### config.mk
export PLATFORM = sky130hd
export DESIGN_NAME = uart_tx_feeder
export DESIGN_NICKNAME = d
export VERILOG_FILES = /design/src/rtl/uart_pkg.sv /design/src/rtl/tx_fifo_mem.sv /design/src/rtl/uart_tx_feeder.sv
export SDC_FILE = /design/constraint.sdc
export NUM_CORES = 1
export LEC_CHECK = 0
export ABC_AREA = 0
export ABC_CLOCK_PERIOD_IN_PS = 2700
export BUFFER_PORTS_ARGS = -buffer_cell sky130_fd_sc_hd__buf_2
export CORE_ASPECT_RATIO = 1.2
export CORE_MARGIN = 3
export CORE_UTILIZATION = 50
export DETAILED_ROUTE_END_ITERATION = 8
export GPL_TIMING_DRIVEN = 0
export HOLD_SLACK_MARGIN = 0.15
export PLACE_DENSITY = 0.77
export REMOVE_ABC_BUFFERS = 1
export SLEW_MARGIN = 20
export SYNTH_ARGS = -nofsm -noshare
export SYNTH_HDL_FRONTEND = slang
export SYNTH_SLANG_ARGS = --single-unit
### constraint.sdc
create_clock -name clk -period 2.7 [get_ports clk]
set_input_delay 0.27 -clock clk [delete_from_list [all_inputs] [get_ports clk]]
set_output_delay 0.27 -clock clk [all_outputs]
set_load 0.02 [all_outputs]
### src/rtl/uart_pkg.sv
// Shared constants for the UART transmit feeder: default widths and the
// launch-FSM state encoding.
package uart_pkg;

  localparam int DATA_WIDTH_DEF = 8;
  localparam int DEPTH_DEF      = 8;

  typedef enum logic [1:0] {
    ST_IDLE      = 2'b00,
    ST_LAUNCH    = 2'b01,
    ST_WAIT_ACK  = 2'b10,
    ST_WAIT_DONE = 2'b11
  } launch_state_t;

endpackage

### src/rtl/tx_fifo_mem.sv
// Byte queue for the UART feeder: storage, wrapping pointers and an occupancy
// counter with registered full/empty/overflow flags.
module tx_fifo_mem #(
  parameter  int DATA_WIDTH = 8,
  parameter  int DEPTH      = 8,
  localparam int ADDR_WIDTH = $clog2(DEPTH)
) (
  input  logic                  clk,
  input  logic                  rst,
  input  logic [DATA_WIDTH-1:0] wr_data,
  input  logic                  wr_en,
  input  logic                  rd_en,
  output logic [DATA_WIDTH-1:0] rd_data,
  output logic                  full,
  output logic                  empty,
  output logic [ADDR_WIDTH:0]   count,
  output logic                  overflow
);

  localparam logic [ADDR_WIDTH-1:0] PTR_ONE  = ADDR_WIDTH'(1);
  localparam logic [ADDR_WIDTH:0]   CNT_ONE  = (ADDR_WIDTH+1)'(1);
  localparam logic [ADDR_WIDTH:0]   CNT_FULL = (ADDR_WIDTH+1)'(DEPTH);

  logic [DATA_WIDTH-1:0] mem [DEPTH];
  logic [ADDR_WIDTH-1:0] wr_ptr;
  logic [ADDR_WIDTH-1:0] rd_ptr;
  logic [ADDR_WIDTH:0]   count_next;
  logic                  wr_acc;
  logic                  rd_acc;

  // Flags are registered, so a write in the same cycle as a pop from a full
  // queue is still refused.
  assign wr_acc  = wr_en && !full;
  assign rd_acc  = rd_en && !empty;
  assign rd_data = mem[rd_ptr];

  always_comb begin
    count_next = count;
    case ({wr_acc, rd_acc})
      2'b10:   count_next = count + CNT_ONE;
      2'b01:   count_next = count - CNT_ONE;
      default: count_next = count;
    endcase
  end

  always_ff @(posedge clk or posedge rst) begin
    if (rst) begin
      wr_ptr   <= '0;
      rd_ptr   <= '0;
      count    <= '0;
      full     <= 1'b0;
      empty    <= 1'b1;
      overflow <= 1'b0;
    end else begin
      if (wr_acc) wr_ptr <= wr_ptr + PTR_ONE;
      if (rd_acc) rd_ptr <= rd_ptr + PTR_ONE;
      count    <= count_next;
      full     <= (count_next == CNT_FULL);
      empty    <= (count_next == '0);
      overflow <= wr_en && full;
    end
  end

  always_ff @(posedge clk) begin
    if (wr_acc) mem[wr_ptr] <= wr_data;
  end

endmodule

### src/rtl/uart_tx_feeder.sv
// Queues bytes from the system side and launches them one at a time into a
// downstream UART TX frame FSM using a data_valid / busy handshake.
//
//   state        | meaning
//   ST_IDLE      | waiting for a queued byte and busy=0; pops head into p_data
//   ST_LAUNCH    | byte popped; data_valid is raised on the following edge
//   ST_WAIT_ACK  | waiting for the TX FSM to raise busy
//   ST_WAIT_DONE | frame in flight; leaves when busy falls
module uart_tx_feeder
  import uart_pkg::*;
#(
  parameter  int DATA_WIDTH = DATA_WIDTH_DEF,
  parameter  int DEPTH      = DEPTH_DEF,
  localparam int ADDR_WIDTH = $clog2(DEPTH)
) (
  input  logic                  clk,
  input  logic                  rst,
  input  logic [DATA_WIDTH-1:0] wr_data,
  input  logic                  wr_en,
  output logic                  full,
  output logic                  empty,
  output logic [ADDR_WIDTH:0]   fifo_count,
  output logic                  overflow,
  input  logic                  busy,
  output logic                  data_valid,
  output logic [DATA_WIDTH-1:0] p_data
);

  launch_state_t         state;
  launch_state_t         state_next;
  logic                  pop;
  logic [DATA_WIDTH-1:0] head;

  tx_fifo_mem #(
    .DATA_WIDTH (DATA_WIDTH),
    .DEPTH      (DEPTH)
  ) u_fifo (
    .clk      (clk),
    .rst      (rst),
    .wr_data  (wr_data),
    .wr_en    (wr_en),
    .rd_en    (pop),
    .rd_data  (head),
    .full     (full),
    .empty    (empty),
    .count    (fifo_count),
    .overflow (overflow)
  );

  always_comb begin
    state_next = state;
    pop        = 1'b0;
    case (state)
      ST_IDLE: begin
        if (!empty && !busy) begin
          state_next = ST_LAUNCH;
          pop        = 1'b1;
        end
      end
      ST_LAUNCH:    state_next = ST_WAIT_ACK;
      ST_WAIT_ACK:  if (busy)  state_next = ST_WAIT_DONE;
      ST_WAIT_DONE: if (!busy) state_next = ST_IDLE;
      default:      state_next = ST_IDLE;
    endcase
  end

  // data_valid is the registered LAUNCH decode, giving a glitch-free strobe
  // two edges after a write lands in an idle, empty queue.
  always_ff @(posedge clk or posedge rst) begin
    if (rst) begin
      state      <= ST_IDLE;
      data_valid <= 1'b0;
      p_data     <= '0;
    end else begin
      state      <= state_next;
      data_valid <= (state == ST_LAUNCH);
      if (pop) p_data <= head;
    end
  end

endmodule

# After elaboration in Yosys (flattened, before gate mapping)
# Memory sizes are Yosys's and may differ from the RTL's. A register that Yosys moved wholly into a read port is not among the register bits.
# Cells that the tools add are included.
[op_classes]
n_reduce_logical = 10
n_bitwise = 0
magnitude_cmp = 0
div_mod_pow = 0
n_addsub = 4
shifts = 0
mul = 0
n_eq_ne = 9
muxes = 9
[op_table]
columns = ["cell", "n"]
rows = [
  ["$pmux 2 s4", 1],
  ["$pmux 4 s2", 1],
  ["$add 3x1->3 const B", 2],
  ["$eq 2x2->1 const B", 3],
  ["$mux 2", 3],
  ["$ne 2x2->1 const B", 3],
  ["$add 4x1->4 const B", 1],
  ["$eq 2x1->1 const B", 2],
  ["$eq 4x4->1 const B", 1],
  ["$logic_and 1x1->1", 4],
  ["$logic_not 4->1", 1],
  ["$mux 1", 4],
  ["$sub 4x1->4 const B", 1],
  ["$logic_not 1->1", 3],
  ["$reduce_and 3->1", 1],
  ["$logic_not 2->1", 1],
]
[word_totals]
input_bits = 12
latchBits = 0
elab_cells = 41
mem_count = 1
romBits = 0
ramBits = 64
ff_bits = 16
[memory_table]
columns = ["name", "depth", "width", "read_ports", "rd_clocked_by_memory_dff", "wr", "line", "source"]
rows = [
  ["u_fifo.mem", 8, 8, 1, 1, 1, "tx_fifo_mem.sv:24", "logic [DATA_WIDTH-1:0] mem [DEPTH];"],
]

# Longest topological paths before layout
[logic_depth]
depth_word = 8
mapped_depth = 14
depth_no_buf = 12

# Cells and area by module
# Synthesis repeated with hierarchy kept, for this count alone.
[hier_totals]
cells_unflattened = 202
area_unflattened_um2 = 3724.8
[modules_own_cells]
columns = ["module", "area_per_inst_um2", "instances", "cells_per_inst", "seq_area_each_um2"]
rows = [
  ["tx_fifo_mem", 3178.0, 1, 167, 2248.4],
  ["uart_tx_feeder", 546.8, 1, 35, 275.3],
]

# Least setup slack after synthesis
# No wires, ideal clock.
[synth_path]
path_kind = "register to register"
start = "register state[0]"
end = "register u_fifo.full"
t_arrival_ns = 2.626
setup_slack_ns = -0.049
path_stages_with_launch = 13
period_less_slack_ns = 2.749
required_time_ns = 2.577
setup_ns = 0.123
cell_sequence = "dfrtp_1 > inv_1 > ha_1 > or3b_1 > buf_6 > inv_2 > clkbuf_1 > ha_1 > nor3b_1 > a41oi_1 > o311a_2 > xnor2_2 > nor2b_1"
[synth_via]
elab_chain_len = 6
[synth_rtl]
columns = ["element", "line", "source"]
rows = [
  ["from (decl)", "uart_tx_feeder.sv:29", "launch_state_t state;"],
  ["from (signal assigned)", "uart_tx_feeder.sv:75", "state <= state_next;"],
  ["$logic_not 2->1 *", "uart_tx_feeder.sv:53", "case (state)"],
  ["$mux 1 *", "uart_tx_feeder.sv:53", ""],
  ["$logic_and 1x1->1 *", "tx_fifo_mem.sv:34", "assign rd_acc = rd_en && !empty;"],
  ["$eq 2x1->1 / $eq 2x2->1 (equally long branches)", "tx_fifo_mem.sv:39", "case ({wr_acc, rd_acc})"],
  ["$pmux 4 s2 *", "tx_fifo_mem.sv:39", ""],
  ["named net u_fifo.count_next[3]", "tx_fifo_mem.sv:27", "logic [ADDR_WIDTH:0] count_next;"],
  ["$eq 4x4->1 *", "tx_fifo_mem.sv:58", "full <= (count_next == CNT_FULL);"],
  ["to (signal assigned)", "tx_fifo_mem.sv:58", ""],
  ["to (decl)", "tx_fifo_mem.sv:14", "output logic full,"],
]
# The timed path passes the listed nets; every way through them passes the cells marked *.
# A chain may end at the register's enable or synchronous reset.

# Worst setup path after layout
# Same ends and word-level chain as after synthesis.

==> out/results.txt <==
DRT Wirelength - 6.41 mm
FILL cells - 531
Area of the multi-input gates - 0.00106 mm2
Seq/Total Area, Yosys - 0.694
Final setup TNS - 0 ns
Clk pwr share - 0.217
Cells after synthesis - 215
Worst-margin pin slew - 0.958 ns
Slew Limit Fails - 0
First-pass iteration count of the detailed router - 4
Chip width - 83.9 um
CTS Buffer Depth - 2
Total core area - 0.00694 mm2
Hold crit path type - input port to register
Status - finished, final reports clean
Critical path class - register to register
Tcrit/Tclk final - 0.942
VDD IR max - 559 uV
Total die area - 0.00834 mm2
Register area - 0.00252 mm2
Worst path required time - 2.95 ns
Worst-path clk slew - 0.09 ns
Share of total power in combinational logic - 0.321
Worst Path Max Fanout - 11
GR Overflow Total - 0
Final hold violation count - 0
Pin count of the biggest net entering global routing - 25
Nets - 269
Post-DP HPWL - 3.83 mm
P per Cell Area - 1130 mW/mm2
Seq cells post-synth - 88
Worst skew pair latency - 0.36 ns
CTS tree - done
Initial Util - 0.524
Vias in the first global route - 1,960
Max-cap violations - 0
Library cells used by synthesis - 41
Routed WL per cell - 18.9 um
Cell area after synthesis - 0.00364 mm2
RSZ-0062 raised after global routing - no
Layout area overhead - 13.3%
Inserted Diodes - 0
Cts bufs inserted - 9
Fin Hold WS - 0.175 ns
Final setup vio count - 0
Commonest non-fill, non-tap cell in the layout - edfxtp_1
Sequential power share - 0.462
Initial antenna violation count - 0
Max-Slew Margin vs Limit - 0.359
CTS root buf - clkbuf_8
Fmax - 393 MHz
Min Tclk post-route - 2.54 ns
Global-route wire length before repair - 10.3 mm
Primary FF master, synth - edfxtp_1
Leading cell types in the layout, fill and taps excluded - edfxtp_1, buf_2, dfrtp_1
Mean post-synth cell area - 16.9 um2
Ports - 28
Startpoint Class - register
Crit. End Element - register
GPL Wtd Cong - 0.739
DR vias - 1,939
Static leakage - 1.51 nW
Die Ht - 99.4 um
Clock Sinks - 88
Site row count - 33
P_int - 0.00305 W
Remaining antenna violation count after routing - 0
Crit path arrival time - 2.79 ns
CTS HTree Levels - 3
DR iter-0 viols - 88
Switching fraction of total power - 0.346
Setup Skew - 0.0105 ns
Synth async-reset ratio - 0.273
Routed vias/inst - 5.70
Port bufs - 27
# DRC - 0
Synth warnings - 0
Total GRT Usage - 0.168
Share of cells above drive strength 1 - 0.320
Switch Pwr - 0.00161 W
EDFF count, synth - 64
-- stage by stage --
step | setup slack [ns] | instance area (um2) | cells | util | total power [W]
global route | 0.0131 | 4120 | 340 | 0.594 | 0.00492
detailed placement | -0.332 | 3830 | 319 | 0.552 | 0.00362
floorplan | 0.0795 | 3580 | 205 | - | 0.00318
CTS | 0.0226 | 4080 | 337 | 0.588 | 0.00466
global placement | -0.270 | 3820 | 319 | 0.551 | 0.00356
finish | 0.156 | 4120 | 340 | 0.594 | 0.00466
-- power groups by stage --
| stage | Combinational, W | Sequential, W | Clock, W |
|---|---|---|---|
| after CTS | 0.00148 | 0.00216 | 0.00102 |
| after floorplan | 0.000944 | 0.00223 | 0 |
| final | 0.00150 | 0.00215 | 0.00101 |
| after global routing | 0.00163 | 0.00222 | 0.00108 |
| after detailed placement | 0.00144 | 0.00219 | 0 |
| after global placement | 0.00140 | 0.00216 | 0 |
-- flip-flops by register name, indices dropped and copies added (netlist names) --
register and flops:
u_fifo.wr_ptr 3, u_fifo.empty 1, state 2, u_fifo.full 1, u_fifo.mem 64, u_fifo.overflow 1, p_data 8, u_fifo.rd_ptr 3
data_valid 1, u_fifo.count 4
-- cell type report --
cell class,instances,area share
well taps,87,0.0264
repair buffers,31,0.0413
repair inverters,1,0.00152
inverters,7,0.00819
clock buffers,10,0.0310
flip-flops and latches,88,0.612
clock inverters,6,0.0228
multi-input cells,110,0.256
-- logic make-up after synthesis --
group | after synthesis | synth area share
compound gates | 22 | 0.0385
xor+xnor | 7 | 0.0189
fa+ha+maj | 9 | 0.0310
buf+inv | 17 | 0.0237
flops | 88 | 0.694
mux | 27 | 0.130
simple gates | 45 | 0.0636
-- worst paths after layout --
check	from	endpoint	slack, ns	cells after the start
worst max-delay path	state[0]	u_fifo.full	0.16	10
worst min-delay path	wr_data[0]	u_fifo.mem[6][0]	0.17	1
worst max register to register	state[0]	u_fifo.full	0.16	10
worst min register to register	p_data[3]	p_data[3]	0.53	2
max in group asynchronous	rst	u_fifo.rd_ptr[0]	1.69	3
min in group asynchronous	rst	p_data[4]	0.53	3
-- layer usage --
metal  vias to the layer above  part of all wire  track usage
met4                         0             0.028        0.103
met1                      1008              0.45        0.214
met5                         -                 0            0
li1                        880                 -            -
met2                        36              0.49        0.269
met3                        15             0.030       0.0307
-- synth_stat cells (2+ instances only) --
| library cell | n | share of area |
|---|---|---|
| a21oi_1 | 10 | 0.014 |
| buf_1 | 2 | 0.0021 |
| buf_2 | 2 | 0.0028 |
| buf_6 | 2 | 0.0062 |
| clkbuf_1 | 2 | 0.0021 |
| dfrtp_1 | 23 | 0.16 |
| edfxtp_1 | 64 | 0.53 |
| ha_1 | 9 | 0.031 |
| inv_1 | 5 | 0.0052 |
| mux2_2 | 3 | 0.0093 |
| mux2i_1 | 8 | 0.022 |
| mux4_2 | 16 | 0.099 |
| nand2_1 | 12 | 0.012 |
| nand2b_1 | 3 | 0.0052 |
| nor2_1 | 16 | 0.017 |
| nor3_1 | 4 | 0.0055 |
| nor3b_1 | 2 | 0.0041 |
| o211ai_1 | 3 | 0.0062 |
| o21ai_0 | 3 | 0.0041 |
| xnor2_1 | 5 | 0.012 |
-- critical path, stage by stage (launching register included) --
cell,delay (ns)
dfrtp_1,0.41
inv_2,0.10
ha_2,0.20
or3b_4,0.44
inv_8,0.12
ha_2,0.25
nor3b_1,0.19
a41oi_1,0.07
o311a_2,0.37
xnor2_2,0.16
nor2b_1,0.13
-- what timing repair did --
action | in CTS | in global routing
resized for setup | 5 | 6
hold buffers | 1 | 1
buffers inserted | 0 | 2
pin swaps | 0 | 2
endpoints found under the hold margin | 1 | 23
endpoints found under the setup margin | 4 | 3
gates cloned | 1 | 0
(Power assumes the default switching activity.)
